### src/rtl/muldiv_unit.sv
// Iterative RV32M-style multiply/divide unit with valid/ready handshakes and a pass-through tag.
// Optional MULDIV_FAST_MUL_EN: multiplies complete in one cycle through a hardware multiplier.
module muldiv_unit #(
    parameter int XLEN  = 32,
    parameter int TAG_W = 4
) (
    input  logic             clk,
    input  logic             rst,
    input  logic             in_valid,
    output logic             in_ready,
    input  logic [2:0]       funct,
    input  logic [XLEN-1:0]  op1,
    input  logic [XLEN-1:0]  op2,
    input  logic [TAG_W-1:0] in_tag,
    output logic             out_valid,
    input  logic             out_ready,
    output logic [XLEN-1:0]  res,
    output logic [TAG_W-1:0] out_tag,
    output logic             busy
);

    localparam int CW = $clog2(XLEN) + 1;
    localparam logic [XLEN-1:0] MINV = {1'b1, {(XLEN-1){1'b0}}};

    typedef enum logic [1:0] {IDLE, CALC, FIX, DONE} state_t;

    state_t            state, state_nxt;
    logic [2:0]        fn_q;
    logic              neg_q;
    logic [XLEN-1:0]   b_q;
    logic [2*XLEN-1:0] acc;
    logic [XLEN-1:0]   prem;
    logic [CW-1:0]     cnt;

    logic              accept, sgn1, sgn2, neg1, neg2, res_neg;
    logic              div_zero, div_ovf, special, fast_hit, direct;
    logic [XLEN-1:0]   mag1, mag2, spec_res, fast_res, fix_res, qv, rv;
    logic [XLEN:0]     msum, dshift, ddiff;
    logic [2*XLEN-1:0] mneg;

    assign in_ready = (state == IDLE);
    assign busy     = !in_ready;
    assign accept   = in_valid && in_ready;

    // Request decode: operand signedness, magnitudes, result sign and the one-cycle cases
    always_comb begin
        sgn1     = (funct == 3'b001) || (funct == 3'b010) || (funct == 3'b100) || (funct == 3'b110);
        sgn2     = (funct == 3'b001) || (funct == 3'b100) || (funct == 3'b110);
        neg1     = sgn1 && op1[XLEN-1];
        neg2     = sgn2 && op2[XLEN-1];
        mag1     = neg1 ? -op1 : op1;
        mag2     = neg2 ? -op2 : op2;
        res_neg  = (funct[2] && funct[1]) ? neg1 : (neg1 ^ neg2);
        div_zero = funct[2] && (op2 == '0);
        div_ovf  = funct[2] && !funct[0] && (op1 == MINV) && (op2 == '1);
        special  = div_zero || div_ovf;
        spec_res = '0;
        if (div_zero)
            spec_res = funct[1] ? op1 : '1;
        else if (div_ovf)
            spec_res = funct[1] ? '0 : op1;
    end

`ifdef MULDIV_FAST_MUL_EN
    logic signed [2*XLEN-1:0] fa, fb, fprod;

    // Sign-extending to 2*XLEN keeps the low 2*XLEN product bits exact for every signedness mix
    always_comb begin
        fa       = {{XLEN{sgn1 && op1[XLEN-1]}}, op1};
        fb       = {{XLEN{sgn2 && op2[XLEN-1]}}, op2};
        fprod    = fa * fb;
        fast_hit = !funct[2];
        fast_res = (funct[1:0] == 2'b00) ? fprod[XLEN-1:0] : fprod[2*XLEN-1:XLEN];
    end
`else
    always_comb begin
        fast_hit = 1'b0;
        fast_res = '0;
    end
`endif

    assign direct = special || fast_hit;

    // One iteration step for each algorithm; the trial remainder needs XLEN+1 bits
    always_comb begin
        msum   = {1'b0, acc[2*XLEN-1:XLEN]} + (acc[0] ? {1'b0, b_q} : '0);
        dshift = {prem, acc[XLEN-1]};
        ddiff  = dshift - {1'b0, b_q};
    end

    always_comb begin
        mneg = neg_q ? -acc : acc;
        qv   = neg_q ? -acc[XLEN-1:0] : acc[XLEN-1:0];
        rv   = neg_q ? -prem : prem;
        if (fn_q[2])
            fix_res = fn_q[1] ? rv : qv;
        else
            fix_res = (fn_q[1:0] == 2'b00) ? mneg[XLEN-1:0] : mneg[2*XLEN-1:XLEN];
    end

    always_comb begin
        state_nxt = state;
        case (state)
            IDLE: if (accept) state_nxt = direct ? DONE : CALC;
            CALC: if (cnt == CW'(XLEN-1)) state_nxt = FIX;
            FIX:  state_nxt = DONE;
            DONE: if (out_ready) state_nxt = IDLE;
            default: state_nxt = IDLE;
        endcase
    end

    always_ff @(posedge clk) begin
        if (rst) begin
            state     <= IDLE;
            out_valid <= 1'b0;
            res       <= '0;
            out_tag   <= '0;
            fn_q      <= '0;
            neg_q     <= 1'b0;
            b_q       <= '0;
            acc       <= '0;
            prem      <= '0;
            cnt       <= '0;
        end else begin
            state <= state_nxt;
            case (state)
                IDLE: if (accept) begin
                    fn_q    <= funct;
                    neg_q   <= res_neg;
                    out_tag <= in_tag;
                    b_q     <= mag2;
                    acc     <= {{XLEN{1'b0}}, mag1};
                    prem    <= '0;
                    cnt     <= '0;
                    if (direct) begin
                        res       <= special ? spec_res : fast_res;
                        out_valid <= 1'b1;
                    end
                end
                CALC: begin
                    cnt <= cnt + 1'b1;
                    if (fn_q[2]) begin
                        // Restoring step: keep the trial difference only when it stayed non-negative
                        prem <= ddiff[XLEN] ? dshift[XLEN-1:0] : ddiff[XLEN-1:0];
                        acc  <= {acc[2*XLEN-1:XLEN], acc[XLEN-2:0], ~ddiff[XLEN]};
                    end else begin
                        acc <= {msum, acc[XLEN-1:1]};
                    end
                end
                FIX: begin
                    res       <= fix_res;
                    out_valid <= 1'b1;
                end
                DONE: if (out_ready) out_valid <= 1'b0;
                default: ;
            endcase
        end
    end

endmodule
### config.mk
export PLATFORM = sky130hd
export DESIGN_NAME = muldiv_unit
export DESIGN_NICKNAME = d
export VERILOG_FILES = /design/src/rtl/muldiv_unit.sv
export SDC_FILE = /design/constraint.sdc
export NUM_CORES = 1
export LEC_CHECK = 0
export BUFFER_PORTS_ARGS = -buffer_cell sky130_fd_sc_hd__buf_2
export CORE_MARGIN = 4
export CORE_UTILIZATION = 57
export CTS_BUF_LIST = sky130_fd_sc_hd__clkbuf_4 sky130_fd_sc_hd__clkbuf_8
export CTS_CLUSTER_SIZE = 30
export DETAILED_ROUTE_END_ITERATION = 10
export GPL_TIMING_DRIVEN = 0
export PLACE_DENSITY = 0.79
export SYNTH_ARGS = -nofsm -noshare
export SYNTH_HDL_FRONTEND = slang
export SYNTH_SLANG_ARGS = --single-unit
### constraint.sdc
create_clock -name clk -period 3.6 [get_ports clk]
set_input_delay 0.18 -clock clk [delete_from_list [all_inputs] [get_ports clk]]
set_output_delay 0.18 -clock clk [all_outputs]
set_load 0.01 [all_outputs]
**Word level (Yosys, flattened, before mapping)**

Cells that the tools add are included.

- Bits in registers: 177
- Output and inout bits: 39
- Logic and storage cells: 101

- $add $sub $neg: 8
- Equal/unequal tests: 16
- Muxes and demuxes: 35
- Bitwise logic cells: 2
- Reduce and logical (&&, ||, !) cells: 29

Operator list:

| operator | number |
|---|---|
| $mux 32 | 17 |
| $mux 64 | 3 |
| $neg 32->32 | 4 |
| $pmux 32 s2 | 2 |
| $pmux 64 s2 | 1 |
| $eq 32x32->1 const B | 2 |
| $neg 64->64 | 1 |
| $add 32x32->33 | 1 |
| $sub 33x32->33 | 1 |
| $logic_not 32->1 | 1 |
| $pmux 6 s2 | 1 |
| $reduce_and 3->1 | 4 |
| $logic_and 1x1->1 | 8 |
| $mux 2 | 4 |
| $ne 2x2->1 const B | 4 |
| $pmux 2 s4 | 1 |
| $add 6x1->6 const B | 1 |
| $eq 3x3->1 const B | 2 |
| $eq 6x5->1 const B | 1 |
| $logic_or 1x1->1 | 6 |
| $mux 6 | 1 |
| $eq 2x2->1 const B | 2 |
| $logic_not 2->1 | 2 |
| $mux 1 | 4 |
| other kinds (12) | 16 |

**Longest topological paths before layout**

- Word-level depth: 9
- Mapped depth: 16
- Depth with buffers taken out: 14

**Worst setup path after synthesis**

No wires, ideal clock.

- Kind: flip-flop to flip-flop
- Start point: register acc[0]
- End point: register res[14]
- Library setup time: 0.070 ns
- Arrival time: 3.410 ns
- Slack: 0.120 ns
- Stages on the path, launching flop included: 14
- Buffers on the path: 2
- Clock period less this slack: 3.480 ns
- Cell sequence: dfxtp_1 > clkbuf_1 > inv_1 > clkbuf_1 > ha_1 > nor4b_1 > nand4_1 > a2111oi_1 > nand3_1 > o21ai_0 > xnor2_1 > a21oi_1 > or3_1 > a21oi_1

- Cells in the longest elaborated chain, start to end: 5
- Elaborated cells on any way between the ends: 8
- Classes of those cells: 2 x add/sub; 6 x mux

RTL lines:

| element | RTL line | text |
|---|---|---|
| start: declaration | 31 | `logic [2*XLEN-1:0] acc;` |
| start signal: assignment | 132 | `acc <= {{XLEN{1'b0}}, mag1};` |
| start signal: assignment | 145 | `acc <= {acc[2*XLEN-1:XLEN], acc[XLEN-2:0], ~ddiff[XLEN]};` |
| start signal: assignment | 147 | `acc <= {msum, acc[XLEN-1:1]};` |
| $neg 64->64 or $neg 32->32 (tied branches) | 92, 93 |  |
| $mux 64 or $mux 32 (tied branches) | 92, 93 |  |
| $mux 32 (on tied branches) | 98, 96 |  |
| $mux 32 (*) | 95 | `if (fn_q[2])` |
| $pmux 32 s2 (*) | 126 | `case (state)` |
| end signal: assignment | 136 | `res <= special ? spec_res : fast_res;` |
| end signal: assignment | 151 | `res <= fix_res;` |
| end: declaration | 17 | `output logic [XLEN-1:0] res,` |

Every way passes the cells marked *; elsewhere a longest branch is shown, timed or not.
A chain may end at the register's enable or synchronous reset.

**Worst setup path in the final report**

- Start point: register neg_q
- End point: register res[1]

- Cells in the longest elaborated chain, start to end: 4
- Elaborated cells on any way between the ends: 7
- Classes of those cells: 7 x mux

RTL lines:

| element | RTL line | text |
|---|---|---|
| start: declaration | 29 | `logic neg_q;` |
| start signal: assignment | 129 | `neg_q <= res_neg;` |
| $mux 64, or another cell as far along | 92 | `mneg = neg_q ? -acc : acc;` |
| $mux 32 (on tied branches) | 98, 96 |  |
| $mux 32 (*) | 95 |  |
| $pmux 32 s2 (*) | 126 |  |

Marked as above.

==> qor.csv <==
stage;metric;value;unit
setup_path;worstPathRequired;3.98;ns
floorplanning;core;25500;um^2
floorplanning;io_pins;114;
yosys;yosys.area_share.simple;20.9;%
setup_path;worstPathArrival;4.03;ns
yosys;synth_edf_count;0;
floorplanning;dieArea;28800;um^2
yosys;synth_cell_types;84;
setup_path;endpoint;res[1];
setup_path;crit_path_start_kind;flip-flop;
layout;n_antenna_cell;0;
yosys;synthFlopType;dfxtp_1;
floorplanning;initial_core_util;58.6;%
sta;rsz0062_at_grt;true;
sta;fin_crit_sh;101;%
layout;syn2layout_area_growth;12.8;%
setup_path;startpoint;neg_q;
layout;nets;2321;
sta;setup_viol;1;
sta;fin_crit;3.65;ns
sta;maxSlewViolCount;0;
pwr;finalPower;9.90;mW
yosys;ys_seq_area_share;23.8;%
drt;drt_wl_total;55500;um
pwr;powerDensity;589;nW/um^2
min_path;min_path_type;input pin to flip-flop;
status;violations;negative setup slack;
yosys;synth_seq_cells;177;
drt;vias;16400;
cts;clk_root_buffer_cell;clkbuf_8;
setup_path;reg2regPathDepth;9;
setup_path;path_class;flip-flop to flip-flop;
setup_path;crit_fanout;10;
placed_design;portBuffers;112;
sta;fin_skew;0.0316;ns
placed_design;place_area;15900;um^2
cts;clock_path_buffers;2;
placed_design;gp_routability_congestion;1.01;
placed_design;dpl.hpwl;43400;um
global_route;track_usage;37.1;%
cts;cts_sinks;177;
cts;clk_pin_slew;0.12;ns
yosys;synthMuxAreaShare;4.45;%
yosys;synth_area;14900;um^2
yosys;synth-xor-area-share;11.5;%
yosys;synth_fp_nets;2168;
floorplanning;die_w;170;um
yosys;synth_fa_ha_area_share;6.48;%
global_route;grt_pass1_vias;15300;
yosys;avgSynthCellArea;7.39;um^2
yosys;async_reset_ff_share;0;%
floorplanning;die_h;170;um
pwr;p_leak;6.70;nW
global_route;antenna_found_initial;0;
setup_path;rr_startpoint;neg_q;
yosys;synth_compound_area_share;27.7;%
layout;final_cell_area;16800;um^2
cts;clock_latency;0.50;ns
global_route;grt_max_degree;19;
drt;antenna_left;0;
drt;drt-initial-drc-count;2029;
setup_path;worstReg2RegEnd;res[1];
yosys;netlist_instances;2017;
layout;drive_above_1_share;11.2;%
drt;dr.pass1.iters;6;
drt;route.detailed.drc;0;
sta;max_slew_margin;25.3;%
cts;cts_tree;built;
sta;layout_setup_ws;-0.0493;ns
yosys;synth_top_family_by_area;compound AO/OA/AOI/OAI gates;
sta;finalSetupTns;-0.0493;ns
sta;fmax;274;MHz
sta;worst_hold_slack;0.0214;ns
setup_path;end_kind;flip-flop;
run;maxCapViolCount;0;
cts;htree_levels;4;
global_route;grt_pass1_wl;84600;um
global_route;grt_overflow;0;
setup_path;ff2ff_setup_slack;-0.05;ns
floorplanning;num_rows;58;
drt;routed_via_density;6.53;
cts;numCtsBuffers;17;
pwr;vdd_drop_max;0.431;mV
yosys;yosysWarnings;0;
sta;worst_slew_pin_slew;1.12;ns
sta;hold_viol_final;0;
drt;avgRoutedWirePerCell;22.1;um
status;status;finished, violations left;
-- cell usage after synthesis (16+ instances only) --
cell / instances / area [um^2]
nand2_1: 245 / 920
nor2_1: 180 / 676
dfxtp_1: 177 / 3540
a21oi_1: 174 / 871
o21ai_0: 146 / 731
clkbuf_1: 111 / 417
xnor2_1: 106 / 928
xor2_1: 89 / 780
ha_1: 74 / 926
inv_1: 65 / 244
mux2i_1: 64 / 641
nor3_1: 45 / 225
o31ai_1: 43 / 323
o211ai_1: 41 / 308
a21o_1: 38 / 285
nand3_1: 36 / 180
a211oi_1: 33 / 248
or3_1: 28 / 175
nand4_1: 22 / 138
a31oi_1: 21 / 131
a22o_1: 17 / 149
o221ai_1: 17 / 149
o41ai_1: 17 / 149
or4_1: 17 / 128
nor2b_1: 16 / 100
-- what timing repair did --
item	in CTS	in global routing
endpoints found under the hold margin	11	0
hold buffers	11	0
pin swaps	6	16
setup buffers	8	8
gates resized for setup	29	60
endpoints found under the setup margin	68	66
-- registers in the layout (all words and copies together) (netlist names) --
signal	cells
cnt	6
prem	32
out_tag	4
res	32
acc	64
b_q	32
neg_q	1
out_valid	1
state	2
fn_q	3
-- final cells by class --
class                           instances  area (um^2)
Fill cell                            2321         8650
Tap cell                              330          413
Sequential cell                       177         3560
Clock inverter                         15          169
Clock buffer                           17          234
Timing Repair Buffer                  140          798
Buffer                                126          552
Inverter                               66          248
Multi-Input combinational cell       1642        10900
-- cell families (layout without fill, tap and decap cells) --
group,Yosys count,after routing
muxes,65,65
and+or+nand+nor,664,664
DFF,177,177
adders and majority gates,76,76
xor gates and xnor gates,195,195
AOI/OAI and AO/OA,642,642
buffers and inverters,198,364
-- stage by stage --
stage	worst slack, ns	std cells	util (%)
4_1_cts	0.0226	2509	65.1
2_1_floorplan	0.120	2017	-
3_3_place_gp	-1.72	2459	62.4
6_report	-0.0493	2513	66.0
5_1_grt	-0.0189	2513	66.0
3_5_place_dp	-1.84	2460	62.4
-- how the worst min path moves through the flow --
stage / depth (start not counted) / to / slack (ns) / startpoint
2_1_floorplan: 2 / b_q[0] / 0.32 / op2[0]
3_3_place_gp: 3 / out_tag[0] / 0.42 / in_tag[0]
3_5_place_dp: 3 / out_tag[3] / 0.43 / in_tag[3]
4_1_cts: 3 / b_q[21] / 0.006 / op2[21]
5_1_grt: 3 / b_q[20] / 0.02 / op2[20]
6_report: 3 / b_q[21] / 0.02 / op2[21]
-- metal layers --
metal | vias to the layer above | track usage, % | wire length [um]
li1 | 7636 | - | -
met3 | 207 | 5.08 | 4990
met1 | 7625 | 47.6 | 22300
met5 | - | 0 | 0
met4 | 0 | 22.6 | 3760
met2 | 940 | 59.1 | 24400
-- worst max-delay path: stages (launching register included) --
cell and delay, ns:
dfxtp_1 0.32, clkbuf_1 0.40, clkbuf_1 0.52, clkbuf_1 0.65, clkbuf_2 0.43, mux4_2 0.35
nand2_1 0.08, o21ai_0 0.16, a21oi_1 0.48, a21oi_1 0.14
-- layout by cell type (no fill, tap or decap), types with 10 or more instances in the layout --
| cell type | n |
|---|---|
| o221ai_1 | 17 |
| buf_4 | 22 |
| a21o_1 | 38 |
| a22o_1 | 17 |
| dlygate4sd3_1 | 11 |
| or4_1 | 16 |
| or3_1 | 28 |
| a22oi_1 | 15 |
| o21bai_1 | 10 |
| clkbuf_1 | 101 |
| ha_1 | 74 |
| a21oi_1 | 170 |
| o31ai_1 | 41 |
| nand2_1 | 245 |
| xnor2_1 | 105 |
| xor2_1 | 89 |
| nand4_1 | 22 |
| dfxtp_1 | 167 |
| nand3_1 | 33 |
| nand2b_1 | 15 |
| o41ai_1 | 16 |
| o21ai_0 | 142 |
| nor3_1 | 39 |
| a31oi_1 | 21 |
| inv_1 | 64 |
| buf_2 | 118 |
| clkbuf_8 | 17 |
| mux2i_1 | 64 |
| o211ai_1 | 41 |
| a211oi_1 | 33 |
| nor2b_1 | 16 |
| nor2_1 | 178 |
-- power breakdown --
group	switching (mW)	total (mW)	internal, mW
registers	0.434	2.77	2.33
clock network	0.883	1.47	0.583
logic	3.69	5.67	1.98
total	5.01	9.90	4.89
(Power assumes the default switching activity.)
